`src/rtl/input_demux.sv`:
```
// Input demultiplexer: routes the shared ui_in/uio_in pins to one selected user design,
// holding every other design in reset, with debounced and drained select switching.
module input_demux #(
   parameter int NUM_DESIGNS   = 16,
   parameter int SEL_W         = 4,
   parameter int IN_W          = 8,
   parameter int SYNC_STAGES   = 2,
   parameter int STABLE_CYCLES = 4,
   parameter int RST_CYCLES    = 16
) (
   input  logic                        clk,
   input  logic                        rst,
   input  logic [SEL_W-1:0]            design_sel_in,
   input  logic [IN_W-1:0]             ui_in,
   input  logic [IN_W-1:0]             uio_in,
   output logic [NUM_DESIGNS*IN_W-1:0] ui_out,
   output logic [NUM_DESIGNS*IN_W-1:0] uio_out,
   output logic [NUM_DESIGNS-1:0]      design_rst_out,
   output logic [SEL_W-1:0]            design_sel_out,
   output logic                        switching_out
);

   localparam int STAB_W = (STABLE_CYCLES > 1) ? $clog2(STABLE_CYCLES) : 1;
   localparam int HOLD_W = (RST_CYCLES > 1) ? $clog2(RST_CYCLES) : 1;
   localparam logic [STAB_W-1:0] STAB_MAX = STAB_W'(STABLE_CYCLES - 1);
   localparam logic [HOLD_W-1:0] HOLD_MAX = HOLD_W'(RST_CYCLES - 1);

   typedef enum logic [1:0] {
      RUN      = 2'd0,
      DRAIN    = 2'd1,
      HOLD_RST = 2'd2
   } state_t;

   logic [SEL_W-1:0]            sync_q [SYNC_STAGES];
   logic [SEL_W-1:0]            sync_d [SYNC_STAGES];
   logic [SEL_W-1:0]            sel_s;
   logic [SEL_W-1:0]            cand_q, cand_d;
   logic [STAB_W-1:0]           stab_q, stab_d;
   logic                        accept;
   state_t                      state_q, state_d;
   logic [SEL_W-1:0]            cur_q, cur_d;
   logic [SEL_W-1:0]            tgt_q, tgt_d;
   logic [HOLD_W-1:0]           hold_q, hold_d;
   logic [NUM_DESIGNS*IN_W-1:0] ui_q, ui_d;
   logic [NUM_DESIGNS*IN_W-1:0] uio_q, uio_d;
   logic [NUM_DESIGNS-1:0]      drst_q, drst_d;
   logic                        sw_q, sw_d;

   always_comb begin
      sync_d[0] = design_sel_in;
      for (int i = 1; i < SYNC_STAGES; i++) begin
         sync_d[i] = sync_q[i-1];
      end
   end

   assign sel_s = sync_q[SYNC_STAGES-1];

   // Debounce runs in every state; only RUN may act on a settled code.
   always_comb begin
      cand_d = cand_q;
      stab_d = stab_q;
      if (sel_s != cand_q) begin
         cand_d = sel_s;
         stab_d = '0;
      end else if (stab_q != STAB_MAX) begin
         stab_d = stab_q + 1'b1;
      end
   end

   assign accept = (state_q == RUN) && (stab_q == STAB_MAX) && (cand_q != cur_q);

   // The target is captured at accept so a code arriving in that same cycle cannot leak in.
   always_comb begin
      state_d = state_q;
      cur_d   = cur_q;
      tgt_d   = tgt_q;
      hold_d  = hold_q;
      case (state_q)
         RUN: begin
            if (accept) begin
               state_d = DRAIN;
               tgt_d   = cand_q;
            end
         end
         DRAIN: begin
            cur_d   = tgt_q;
            hold_d  = '0;
            state_d = HOLD_RST;
         end
         HOLD_RST: begin
            if (hold_q == HOLD_MAX) begin
               state_d = RUN;
            end else begin
               hold_d = hold_q + 1'b1;
            end
         end
         default: begin
            state_d = HOLD_RST;
            hold_d  = '0;
         end
      endcase
   end

   // Outputs are built from the next state so they line up with state_q; an out-of-range
   // code matches no slot and therefore leaves every design parked.
   always_comb begin
      ui_d   = '0;
      uio_d  = '0;
      drst_d = '1;
      for (int k = 0; k < NUM_DESIGNS; k++) begin
         if ((state_d == RUN) && (32'(cur_d) == 32'(k))) begin
            ui_d[k*IN_W +: IN_W]  = ui_in;
            uio_d[k*IN_W +: IN_W] = uio_in;
            drst_d[k]             = 1'b0;
         end
      end
      sw_d = (state_d != RUN);
   end

   always_ff @(posedge clk or posedge rst) begin
      if (rst) begin
         for (int i = 0; i < SYNC_STAGES; i++) begin
            sync_q[i] <= '0;
         end
         cand_q  <= '0;
         stab_q  <= '0;
         state_q <= HOLD_RST;
         cur_q   <= '0;
         tgt_q   <= '0;
         hold_q  <= '0;
         ui_q    <= '0;
         uio_q   <= '0;
         drst_q  <= '1;
         sw_q    <= 1'b1;
      end else begin
         for (int i = 0; i < SYNC_STAGES; i++) begin
            sync_q[i] <= sync_d[i];
         end
         cand_q  <= cand_d;
         stab_q  <= stab_d;
         state_q <= state_d;
         cur_q   <= cur_d;
         tgt_q   <= tgt_d;
         hold_q  <= hold_d;
         ui_q    <= ui_d;
         uio_q   <= uio_d;
         drst_q  <= drst_d;
         sw_q    <= sw_d;
      end
   end

   assign ui_out         = ui_q;
   assign uio_out        = uio_q;
   assign design_rst_out = drst_q;
   assign design_sel_out = cur_q;
   assign switching_out  = sw_q;

endmodule

```
`config.mk`:
```
export PLATFORM = sky130hd
export DESIGN_NAME = input_demux
export DESIGN_NICKNAME = d
export VERILOG_FILES = /design/src/rtl/input_demux.sv
export SDC_FILE = /design/constraint.sdc
export NUM_CORES = 1
export LEC_CHECK = 0
export ABC_AREA = 1
export BUFFER_PORTS_ARGS = -buffer_cell sky130_fd_sc_hd__buf_2
export CORE_UTILIZATION = 50
export CTS_CLUSTER_SIZE = 16
export DETAILED_ROUTE_END_ITERATION = 6
export PLACE_DENSITY = 0.75
export SLEW_MARGIN = 40
export SYNTH_ARGS = -nofsm -noshare
export SYNTH_HDL_FRONTEND = slang
export SYNTH_SLANG_ARGS = --single-unit
export TNS_END_PERCENT = 10
```
`constraint.sdc`:
```
create_clock -name clk -period 19.8 [get_ports clk]
set_input_delay 0.99 -clock clk [delete_from_list [all_inputs] [get_ports clk]]
set_output_delay 0.99 -clock clk [all_outputs]
set_load 0.02 [all_outputs]
```
# [Yosys cells after proc, flatten, opt, wreduce, memory -nomap -nowiden]
# Index checks and enable logic that the tools add are counted.
[classes] n_reduce_logical=25 addsub=2 n_mux=56 bitwise=1 n_eq_ne=23
[op_table] operator="$mux W8" n=32
[op_table] operator="$eq A4 B4 Y1 const B" n=9
[op_table] operator="$logic_and A1 B1 Y1" n=18
[op_table] operator="$eq A4 B3 Y1 const B" n=4
[op_table] operator="$mux W1" n=16
[op_table] operator="$eq A4 B2 Y1 const B" n=2
[op_table] operator="$mux W2" n=4
[op_table] operator="$mux W4" n=2
[op_table] operator="$ne A4 B4 Y1" n=2
[op_table] operator="$pmux W4 S2" n=1
[op_table] operator="$add A4 B1 Y4 const B" n=1
[op_table] operator="$eq A2 B2 Y1 const B" n=2
[op_table] operator="$eq A4 B1 Y1 const B" n=1
[op_table] operator="$logic_not A2 Y1" n=2
[op_table] operator="$logic_not A4 Y1" n=1
[op_table] operator="$ne A2 B2 Y1 const B" n=2
[op_table] operator="$pmux W2 S2" n=1
[op_table] operator="$reduce_and A2 Y1" n=2
[op_table] operator="$reduce_bool A2 Y1" n=2
[op_table] operator="$add A2 B1 Y2 const B" n=1
[op_table] operator="$eq A2 B1 Y1 const B" n=1
[op_table] operator="$not A1 Y1" n=1
[word_totals] in_bits=22 reg_bits=301 out_inout_bits=277 word_cells=119

# [Longest topological paths before layout]
[logic_depth] ltp_word=8 depth_mapped=11 depth_no_buf=9

# [Least setup slack after synthesis]
# OpenSTA, ideal clock, no wires.
[synth_timing] path_type="in2reg" startpoint="input port ui_in[0]" endpoint="register ui_q[104] (netlist: ui_out[104])" stages=3 setup_time_ns=0.138 required_time_ns=19.662 arrival_time_ns=1.580 path_buffers=1 setup_slack_ns=18.082 path_cell_list="inv_1 > clkbuf_1 > nor2_1"
[synth_between] elab_chain_cells=1
[synth_rtl] element="from (decl)" line="14" source="input logic [IN_W-1:0] ui_in,"
[synth_rtl] element="$mux W8" line="111" source="if ((state_d == RUN) && (32'(cur_d) == 32'(k))) begin"
[synth_rtl] element="via ui_d[104]" line="44" source="logic [NUM_DESIGNS*IN_W-1:0] ui_q, ui_d;"
[synth_rtl] element="to (signal assigned)" line="145" source="ui_q <= ui_d;"
[synth_rtl] element="to (decl)" line="44"
# The timed path passes the listed nets, and every way through them passes these cells.
# A chain may end at the register's enable or synchronous reset.

# [Worst setup path after layout]
[layout_timing] startpoint="register hold_q[0]" endpoint="register uio_q[6] (netlist: uio_out[6])"
[layout_between] elab_chain_cells=6
[layout_rtl] element="from (decl)" line="43" source="logic [HOLD_W-1:0] hold_q, hold_d;"
[layout_rtl] element="from (signal assigned)" line="144" source="hold_q <= hold_d;"
[layout_rtl] element="$eq A4 B4 Y1" line="91" source="if (hold_q == HOLD_MAX) begin"
[layout_rtl] element="$mux W2" line="91"
[layout_rtl] element="$pmux W2 S2" line="78" source="case (state_q)"
[layout_rtl] element="$logic_not A2 Y1" line="111"
[layout_rtl] element="$logic_and A1 B1 Y1" line="111"
[layout_rtl] element="$mux W8" line="111"
[layout_rtl] element="via uio_d[6]" line="45" source="logic [NUM_DESIGNS*IN_W-1:0] uio_q, uio_d;"
[layout_rtl] element="to (signal assigned)" line="146" source="uio_q <= uio_d;"
[layout_rtl] element="to (decl)" line="45"
# The timed path passes the listed nets, and every way through them passes these cells.

==> metrics.md <==
| Metric | Value |
|---|---|
| Worst-Margin Slew | 754 ps |
| Area leader, netlist | dfrtp_1 |
| Postcts setup bufs | 0 |
| Crit-path cells | ha_1, nand2_1, inv_1, nand2_1, nand2_1, inv_1, nor2_2, buf_4, nand3_2, nor2_1 |
| Top-area cell type share of the netlist area | 0.721 |
| Synth Area in XOR/XNOR | 0.00446 |
| YS warnings | 0 |
| Area Overhead vs Synth | 24.9% |
| Core area | 19000 um^2 |
| H-tree levels | 1 |
| Crit start category | flip-flop |
| First-pass GRT wire length | ~35000 um |
| I/O pin cnt | 299 |
| Drc violations | 0 |
| Reg2reg start | hold_q[0] |
| Port bufs | 298 |
| Fill cells | 1470 |
| Seq cells post-synth | 301 |
| Worst setup path start | hold_q[0] |
| Max-slew headroom | 0.497 |
| Stages on worst setup path | 10 |
| Post-cts resize count | 0 |
| Critical Path RT | 20240 ps |
| Routed vias | 6260 |
| Fin crit share | 0.113 |
| Die Ht | approximately 140 um |
| Maximum VDD drop | 63.7 uV |
| Initial core utilization | 0.518 |
| Worst path bufs/invs | 3 |
| Worst path top cell family by delay | simple AND/OR/NAND/NOR gates |
| Synth Area in Compound Gates | 0.00446 |
| Lkg Pwr | approximately 7 nW |
| Initial antenna violation count | 0 |
| Hold wc startpoint | sync_d[0] |
| Vias in the first global route | 6304 |
| WS Path Type | flip-flop to flip-flop |
| Reg2reg setup slack | 17560 ps |
| Post-synthesis area per instance | around 13 um^2 |
| RSZ-0062 raised after global routing | no |
| Largest cells by area after synthesis | dfrtp_1, nor2_1, dfstp_2 |
| HPWL Detailed | around 15000 um |
| DIE AREA | 20200 um^2 |
| Clk pin slew, worst setup/hold paths | 60 ps |
| # hold bufs at CTS | 0 |
| Largest family of logic cells by synthesized area | simple AND/OR/NAND/NOR gates |
| Chip width | roughly 140 um |
| Status | finished clean |
| Arrival @ worst endpoint | around 2700 ps |
| Crit end category | flip-flop |
| Adder-Cell Fraction of Synth Area | 0.00255 |
| Final Slew Violations | 0 |
| First drt pass iteration count | 4 |
| Post-synth EDFFs | 0 |
| Setup_tns | 0 ps |
| Max Clock Freq | around 450 MHz |
| Mapped Cells | between 700 and 800 |
| Final hold vios | 0 |
| Max cap viols | 0 |
| TritonCTS Sinks | 301 |
| Ys flop type | dfrtp_1 |
| GRT overflow | 0 |
| Layout cells sized above 1 | 0.431 |
| Endpoints failing setup | 0 |
| Finished Cell Area | 12300 um^2 |
| Most frequent CP cell | nand2_1 |
| Initial drt markers | around 220 |
| Min-delay worst type | flip-flop to flip-flop |
| Pwr/cell area | 95.1 nW/um^2 |
| Fin nets | 1069 |
| Total wire length | 23400 um |
| Unique masters post-synth | 24 |
| Clk_skew | 9.13 ps |
| Slowest stage delay, CP | 530 ps |
| WL per Instance | 17.6 um |
| Synthesized Nets | 779 |
| Detailed-route vias per instance | between 4 and 5 |
| Placer Congestion | roughly 0.79 |
| Top cells by count, synth | dfrtp_1, nor2_1, nor2_2 |
| Crit path time final | 2240 ps |
| Root Driver | clkbuf_16 |
| Critical R2R Capture | uio_out[6] |
| Mapped Area | about 9800 um^2 |
| Deepest clock path buffer count | 3 |
| Largest net degree at the start of global routing | 136 |
| Fraction of the yosys area taken by sequential cells | 0.769 |
| Post-Synth Simple-Gate Area | 0.175 |
| DP Area | 11400 um^2 |
| Cts bufs inserted | 28 |
| Cell Rows | 50 |
| Total GRT Usage | 0.235 |
| CTS tree | done |
| Ys async rst share | 1.00 |
| Multiplexer share of the synthesized area | 0 |
| N_diodes | 0 |
| Clk_lat worst skew | 530 ps |
| Most frequent cell after synthesis | dfrtp_1 |
| Critical path's slowest cell | nand3_2 |
| Worst R2R Path Depth | 10 |
| Antenna Violating Nets Remaining | 0 |
| CP Max Fanout | 20 |
| End of the critical path | uio_out[6] |
[worst min-delay path by stage]
stage               endpoint  slack [ps]  cells after the start
finish              sel_s[0]         350                      0
CTS                 sel_s[0]         350                      0
global placement    sel_s[0]         330                      0
floorplan           sel_s[0]         330                      0
detailed placement  sel_s[0]         340                      0
global route        sel_s[0]         360                      0
[kinds of logic after synthesis]
logic type | after synthesis
compound gates | 8
xor+xnor | 5
fa+ha+maj | 2
buf+inv | 77
flops | 301
simple gates | 362
[layer usage]
metal,wire [um],GRT usage
met1,8820,0.284
met2,12300,0.413
met3,1520,0.0471
met4,818,0.0939
met5,0,0
[stage by stage]
step	std cells	utilization	hold slack, ps	total power [mW]	setup WS [ps]
6_report	1327	0.648	349	1.17	17560
5_1_grt	1327	0.648	357	1.21	17290
3_5_place_dp	1275	0.601	336	0.671	17400
4_1_cts	1327	0.648	353	1.18	17540
3_3_place_gp	1275	0.600	333	0.669	16940
2_1_floorplan	755	-	331	0.658	10520
[final cells by class]
cell class,instances,area [um^2],share of cell area
clock inverter,7,43.8,0.00357
sequential,301,7550,0.615
timing repair buffer,301,1520,0.124
multi-input combinational,377,1840,0.150
clock buffer,45,846,0.0689
tap,260,325,0.0265
inverter,36,148,0.0120
[sequential cells by signal, summed over array words and instances (netlist names)]
name	flops
design_rst_out	16
state_q	2
sel_s	4
stab_q	2
hold_q	4
ui_out	128
tgt_q	4
sync_d	4
uio_out	128
design_sel_out	4
cand_q	4
switching_out	1
[power by group]
part	internal, mW	switching (mW)
sequential	0.620	0.00279
clock	0.292	0.217
combinational	0.00651	0.0293
total	0.918	0.249
[cell usage in the layout (no fill, tap or decap), drive strengths merged]
cell and instances:
buf 300, dfrtp 283, nor2 280, nand2 54, clkbuf 46, inv 36, nand3 26, dfstp 18
clkinv 5, o21ai 4, xnor2 4, a21oi 3, ha 2, clkinvlp 2, nor3 1, nand4 1
o41ai 1, xor2 1
(Power assumes the default switching activity.)
